File: config.mk
export PLATFORM = sky130hd
export DESIGN_NAME = bram_port_arbiter
export DESIGN_NICKNAME = d
export VERILOG_FILES = /design/src/rtl/bram_arb_pkg.sv /design/src/rtl/bram_arb_rr2.sv /design/src/rtl/bram_port_arbiter.sv
export SDC_FILE = /design/constraint.sdc
export NUM_CORES = 1
export LEC_CHECK = 0
export CORE_MARGIN = 10
export CORE_UTILIZATION = 26
export DETAILED_ROUTE_END_ITERATION = 6
export GPL_ROUTABILITY_DRIVEN = 0
export PLACE_DENSITY = 0.84
export SYNTH_ARGS = -nofsm -noshare
export SYNTH_HDL_FRONTEND = slang
export SYNTH_SLANG_ARGS = --single-unit
File: constraint.sdc
create_clock -name clk_i -period 1.7 [get_ports clk_i]
set_clock_uncertainty 0.05 [all_clocks]
set_input_delay 0.17 -clock clk_i [delete_from_list [all_inputs] [get_ports clk_i]]
set_output_delay 0.17 -clock clk_i [all_outputs]
set_load 0.005 [all_outputs]
File: src/rtl/bram_arb_pkg.sv
// Shared types and constants for the block-RAM port arbiter.
// Response entries track which requester owns each in-flight access.
package bram_arb_pkg;

  localparam int NUM_REQ    = 2;
  localparam int RD_LATENCY = 2;

  typedef struct packed {
    logic valid;
    logic id;
    logic err;
  } rsp_entry_t;

endpackage

File: src/rtl/bram_arb_rr2.sv
// Two-way round-robin grant with a one-bit priority pointer.
// The pointer moves to the losing side after every grant.
module bram_arb_rr2
  import bram_arb_pkg::*;
(
  input  logic               clk_i,
  input  logic               rst_i,
  input  logic [NUM_REQ-1:0] req_i,
  output logic [NUM_REQ-1:0] gnt_o
);

  logic ptr;

  always_comb begin
    gnt_o = '0;
    if (!rst_i) begin
      unique case (1'b1)
        req_i[0] && (!req_i[1] || !ptr): gnt_o = 2'b01;
        req_i[1] && (!req_i[0] ||  ptr): gnt_o = 2'b10;
        default: gnt_o = '0;
      endcase
    end
  end

  always_ff @(posedge clk_i) begin
    if (rst_i) begin
      ptr <= 1'b0;
    end else if (gnt_o[0]) begin
      ptr <= 1'b1;
    end else if (gnt_o[1]) begin
      ptr <= 1'b0;
    end
  end

endmodule

File: src/rtl/bram_port_arbiter.sv
// Shares one registered-output BRAM port between two requesters.
// Tracks in-flight responses and clocks REGCE with flush reads.
module bram_port_arbiter
  import bram_arb_pkg::*;
#(
  parameter int ADDR_WIDTH = 10,
  parameter int DEPTH      = 1024
) (
  input  logic                                clk_i,
  input  logic                                rst_i,
  input  logic [NUM_REQ-1:0]                  req_i,
  input  logic [NUM_REQ-1:0][ADDR_WIDTH-1:0]  addr_i,
  input  logic [NUM_REQ-1:0]                  we_i,
  input  logic [NUM_REQ-1:0][3:0]             be_i,
  input  logic [NUM_REQ-1:0][31:0]            wdata_i,
  output logic [NUM_REQ-1:0]                  gnt_o,
  output logic [NUM_REQ-1:0]                  rvalid_o,
  output logic                                err_o,
  output logic [31:0]                         rdata_o,
  output logic                                ram_en_o,
  output logic [ADDR_WIDTH-1:0]               ram_addr_o,
  output logic [3:0]                          ram_we_o,
  output logic [31:0]                         ram_wdata_o,
  input  logic [31:0]                         ram_rdata_i
);

  localparam logic [ADDR_WIDTH:0] LIMIT =
    (ADDR_WIDTH+1)'(DEPTH);

  logic                  id;
  logic                  any;
  logic [ADDR_WIDTH-1:0] addr;
  logic                  in_range;
  logic                  issue;
  logic                  flush;
  logic                  issued_q;
  logic [ADDR_WIDTH-1:0] last_addr;
  rsp_entry_t [RD_LATENCY-1:0] pipe;

  bram_arb_rr2 u_rr (
    .clk_i (clk_i),
    .rst_i (rst_i),
    .req_i (req_i),
    .gnt_o (gnt_o)
  );

  assign id       = gnt_o[1];
  assign any      = |gnt_o;
  assign addr     = addr_i[id];
  assign in_range = {1'b0, addr} < LIMIT;
  assign issue    = any && in_range;
  // Any cycle without a RAM issue after one needs a REGCE pulse.
  assign flush    = issued_q && !issue;

  always_comb begin
    ram_en_o    = 1'b0;
    ram_addr_o  = '0;
    ram_we_o    = '0;
    ram_wdata_o = '0;
    if (!rst_i) begin
      if (issue) begin
        ram_en_o    = 1'b1;
        ram_addr_o  = addr;
        ram_we_o    = we_i[id] ? be_i[id] : 4'b0;
        ram_wdata_o = wdata_i[id];
      end else begin
        ram_en_o    = flush;
        ram_addr_o  = last_addr;
      end
    end
  end

  always_ff @(posedge clk_i) begin
    if (rst_i) begin
      issued_q  <= 1'b0;
      last_addr <= '0;
      pipe      <= '0;
    end else begin
      issued_q <= issue;
      if (issue) begin
        last_addr <= addr;
      end
      pipe[0] <= '{valid: any, id: id, err: any && !in_range};
      pipe[1] <= pipe[0];
    end
  end

  always_comb begin
    rvalid_o = '0;
    err_o    = 1'b0;
    rdata_o  = '0;
    if (pipe[1].valid && !rst_i) begin
      rvalid_o[pipe[1].id] = 1'b1;
      err_o   = pipe[1].err;
      rdata_o = pipe[1].err ? 32'h0 : ram_rdata_i;
    end
  end

endmodule

After elaboration in Yosys (flattened, before gate mapping)
Cells that the tools add are included.
W data, S select, Z words.

storage, ports and cells
  bits in registers = 17
  bits in latches = 0
  RAM bits = 0
  ROM bits = 0
  output and inout bits = 84
  logic and storage cells = 52
  memories = 0

cells by class
  add/subtract/negate cells = 0
  $mul = 0
  divide/modulo/power cells = 0
  order comparisons = 3
  equality and inequality tests = 0
  shift-type cells = 0
  multiplexer cells = 27
  bitwise operators = 0
  reductions and logical operators = 14

operators by type and width
  kind                  count
  $mux W32              6
  $mux W10              4
  $mux W4               5
  $mux W1               8
  $logic_and A1 B1 Y1   5
  $logic_not A1 Y1      5
  $lt A1 B2 Y1 const B  2
  $mux W2               2
  $pmux W2 S2           1
  $logic_or A1 B1 Y1    2
  $reduce_bool A2 Y1    1
  $reduce_or A2 Y1      1
  $demux W1 S1          1
  $ge A1 B1 Y1 const B  1

Longest topological paths before layout
  word-level depth = 10
  depth in mapped cells = 6

Modules after synthesis
Synthesis repeated with hierarchy kept, for this count alone.

unflattened totals
  cell total of the unflattened synthesis = 184
  area total of the unflattened synthesis = 1564.0 µm²

by module, submodules not included
  module             times used  cells each  area an instance (µm²)
  bram_port_arbiter  1           178         1502.7
  bram_arb_rr2       1           6           61.3

Worst setup path before layout
OpenSTA, ideal clock, no wires.

  path kind = reg2out
  from = register u_rr.ptr
  to = output ram_addr_o[0]
  arrival time = 1150 ps
  path slack = 330 ps
  cell stages (with the launch flop) = 5
  cell sequence = dfxtp_1 nand2b_1 buf_4 a2111oi_2 a221o_1

on the way
  cells in the longest elaborated chain, start to end = 9
  elaborated cells between the ends (all ways) = 12

ends and longest elaborated chain
  item                                         line                     text
  start: declaration                           bram_arb_rr2.sv:12       logic ptr;
  start signal: assignment                     bram_arb_rr2.sv:27       ptr <= 1'b0;
  start signal: assignment                     bram_arb_rr2.sv:29       ptr <= 1'b1;
  start signal: assignment                     bram_arb_rr2.sv:31       ptr <= 1'b0;
  $logic_not A1 Y1                             bram_arb_rr2.sv:18       req_i[0] && (!req_i[1] || !ptr): gnt_o = 2'b01;
  $logic_or A1 B1 Y1                           bram_arb_rr2.sv:18
  $logic_and A1 B1 Y1                          bram_arb_rr2.sv:18
  $pmux W2 S2 *                                bram_arb_rr2.sv:17       unique case (1'b1)
  $mux W2 *                                    bram_arb_rr2.sv:16       if (!rst_i) begin
  $mux W10 (implied by the code) (2 in a row)  bram_port_arbiter.sv:49  assign addr = addr_i[id];
  $mux W10 *                                   bram_port_arbiter.sv:61  if (issue) begin
  $mux W10 *                                   --
  end: declaration                             bram_port_arbiter.sv:21  output logic [ADDR_WIDTH-1:0] ram_addr_o,

Mark *: on every way between the ends. The rest lies on a longest branch, timed or not. The select of a mux whose other input is x is not followed.

Final worst setup path
  from = register u_rr.ptr
  to = output ram_addr_o[7]

Same word-level chain as after synthesis.

==> results by group <==
Logic synthesis
  • Sequential area share after synthesis: 18.28%
  • Syn Inst Count: 239
  • Yosys warns: 0
  • Syn avg cell area: 6.874 um2
  • Net Count, Synth: 369
  • Post-Synthesis Cell Area: 1643 um2
  • Synth Register Bits: 15
  • Synth cell types: 25

Flow run
  • Max-Cap Viols: 0

Routing
  • Initial DRC count: 65
  • DR pass1 iterations: 4
  • Top routing layer in use: met4
  • Routed met1 length: 4205 um
  • Wire per inst: 20.78 um
  • Met2 wire len: 5571 um
  • Vias: 2732
  • DRC viols: 0
  • Routed Antenna Nets: 0
  • Vias/cell: 5.107
  • Met3 WL post-DR: 1161 um
  • DRT Wirelength: 11120 um

Hold path
  • Hold Path Class: in -> reg
  • Hold Path Depth: 2
  • Worst hold path startpoint: req_i[0]

Layout
  • Post-route cell area: 4207 um2
  • Filler Cells Inserted: 483
  • Final net count: 591
  • Layout cells sized above 1: 26.30%
  • Fin cells: 535
  • Layout area overhead: 156.1%
  • Final core utilization: 69.81%
  • Antenna Cells: 0

Critical path
  • Critical path arrival: 1.55 ns
  • Critical Path Fanout Max: 6
  • Reg2Reg Depth: 5
  • Crit path depth: 5
  • CP cell instances: nand2b_4, buf_12, a2111oi_4, a221o_1, buf_2
  • Crit path launch: u_rr.ptr
  • CP top delay family: compound AO/OA/AOI/OAI gates
  • CP Launch Type: flip-flop
  • CP max stage delay: 0.33 ns
  • Highest-delay cell along the critical path: dfxtp_2
  • Reg-to-reg critical path startpoint: u_rr.ptr
  • Crit path capture type: primary output
  • Worst Path Required: 1.48 ns
  • Setup CP Type: reg -> out
  • CP bufs+invs: 2

Clock network
  • Later-pin clock latency in the skew report: 0.25 ns
  • Clock root buffer: clkbuf_8
  • Cts hold-fix bufs: 0
  • Sink Count: 15
  • CTS max path bufs: 2
  • H-tree Lvls: 1
  • Clock transition at path regs: 0.06 ns
  • CTS tree: yes
  • Total CTS buffers: 3

Global routing
  • Largest net degree at the start of global routing: 33
  • Initial antenna violation count: 0
  • Total GRT Usage: 19.95%
  • Vias in the first global route: 2831
  • First-pass GRT wire length: 15880 um
  • Final global-route overflow total: 0

Floorplan
  • # IOs: 214
  • Die width: 99.49 um
  • Total Die Area: 9898 um2
  • Row Count: 28
  • Initial Utilization: 27.26%
  • Core Area: 6026 um2
  • Die Y: 99.49 um

Outcome
  • Status: finished, violations left
  • Failing checks: setup timing

STA
  • Max-slew violation count: 0
  • Setup Viol. Count Final: 23
  • Min cycle time layout: 1.772 ns
  • Max Fclk: 564.3 MHz
  • Setup TNS: -0.7828 ns
  • Final Hold Fails: 0
  • RSZ-0062 raised after global routing: true
  • Tcrit/Tclk final: 104.2%
  • Final worst setup slack: -0.07223 ns
  • Worst hold margin: 0.2459 ns

Placed design
  • Placed insts: 521
  • I/O Buffers: 212
  • Detailed placement HPWL: 8470 um
  • Placed Instance Area: 4016 um2

Pwr
  • Pwr dens: 388.9 nW/um2
  • Worst vdd ir: 0.0005831 V
  • Leak: 1.847 nW
-- cell usage after synthesis --
cell        n  share of area (%)
o21ai_1     5                1.5
o21ai_0    31                9.4
o21a_1      1               0.46
a221o_1    10                6.1
nor2b_1     5                1.9
or2_1       1               0.38
nor2_1      3               0.69
buf_2      17                5.2
nand2b_1    2               0.76
clkbuf_1    7                1.6
a21oi_1    33                 10
and2b_1     1               0.46
buf_6       1               0.69
buf_4       6                2.7
nand2_1     1               0.23
nor3_2      1               0.61
a211oi_1    4                1.8
nand3_1    36                 11
conb_1      1               0.23
a2111oi_2  10                9.1
or2_2       1               0.38
inv_1      11                2.5
dfxtp_1    15                 18
a32oi_1     1               0.53
and2_1     35                 13
-- final cells by class --
cell class | instances | area, um2 | area share (%)
Timing Repair Buffer | 248 | 2345 | 55.74
Multi-Input combinational cell | 182 | 1380 | 32.81
Sequential cell | 15 | 301.5 | 7.168
Tap cell | 75 | 93.84 | 2.231
Clock buffer | 4 | 45.04 | 1.071
Inverter | 11 | 41.29 | 0.9816
-- cells by family after synthesis --
| family | Yosys count | synth area share [%] |
|---|---|---|
| AOI/OAI and AO/OA | 95 | 39.07 |
| DFF | 15 | 18.28 |
| buffers and inverters | 42 | 12.72 |
| and+or+nand+nor | 86 | 29.70 |
| other | 1 | 0.2283 |
-- metrics by stage --
step | worst slack [ns] | power (W)
floorplan | 0.3304 | 0.0006709
finish | -0.07223 | 0.001636
detailed placement | -0.7020 | 0.001280
global route | -0.1321 | 0.001721
global placement | -0.6738 | 0.001266
CTS | -0.1680 | 0.001607
-- worst paths after layout --
check                           slack (ns)            end
worst max-delay path                 -0.07  ram_addr_o[7]
worst max register to register        0.27   last_addr[5]
worst min register to register        0.40        pipe[4]
worst min-delay path                  0.25       u_rr.ptr
-- state kept, by name (all words and copies together), names as in the netlist --
register,cells
pipe,4
u_rr.ptr,1
last_addr,10
-- worst reg2reg max path, cell delays in order (launching register included) --
cell	delay, ns
dfxtp_2	0.33
and2b_4	0.30
nor2_4	0.05
buf_6	0.13
a221o_1	0.33
buf_4	0.15
-- per-layer routing --
layer,vias up,track usage [%]
li1,1299,-
met1,1264,19.87
met2,158,36.97
met3,11,8.443
met4,0,5.292
met5,-,0
-- report_power, final --
group / switching [W] / internal, W / leakage, nW
clock: 0.000136 / 0.000166 / 0.0228
sequential: 0.00000940 / 0.000380 / 0.125
combinational: 0.000376 / 0.000568 / 1.70
total: 0.000521 / 0.00111 / 1.85
-- what timing repair did --
action,CTS,global route
endpoints found under the setup margin,83,46
pin swaps,8,18
cloned,4,1
buffers inserted,6,1
gates resized for setup,275,31
-- cells in the final DEF, fill, tap and decap left out, types with 2 or more instances in the layout --
master and count:
a21oi_2 3, clkdlybuf4s50_1 126, dlygate4sd2_1 38, buf_6 7, o21ai_2 4, o21ai_0 8
nor2b_4 2, inv_1 11, buf_2 46, nor2b_1 3, nand3_1 34, and2_1 35
buf_4 14, a221o_1 10, nor2_4 2, nand3_2 2, dfxtp_1 14, buf_12 11
o21ai_1 24, a2111oi_4 10, a211oi_2 3, clkbuf_8 3, a21oi_1 30
Power figures use the tool's default switching activity.
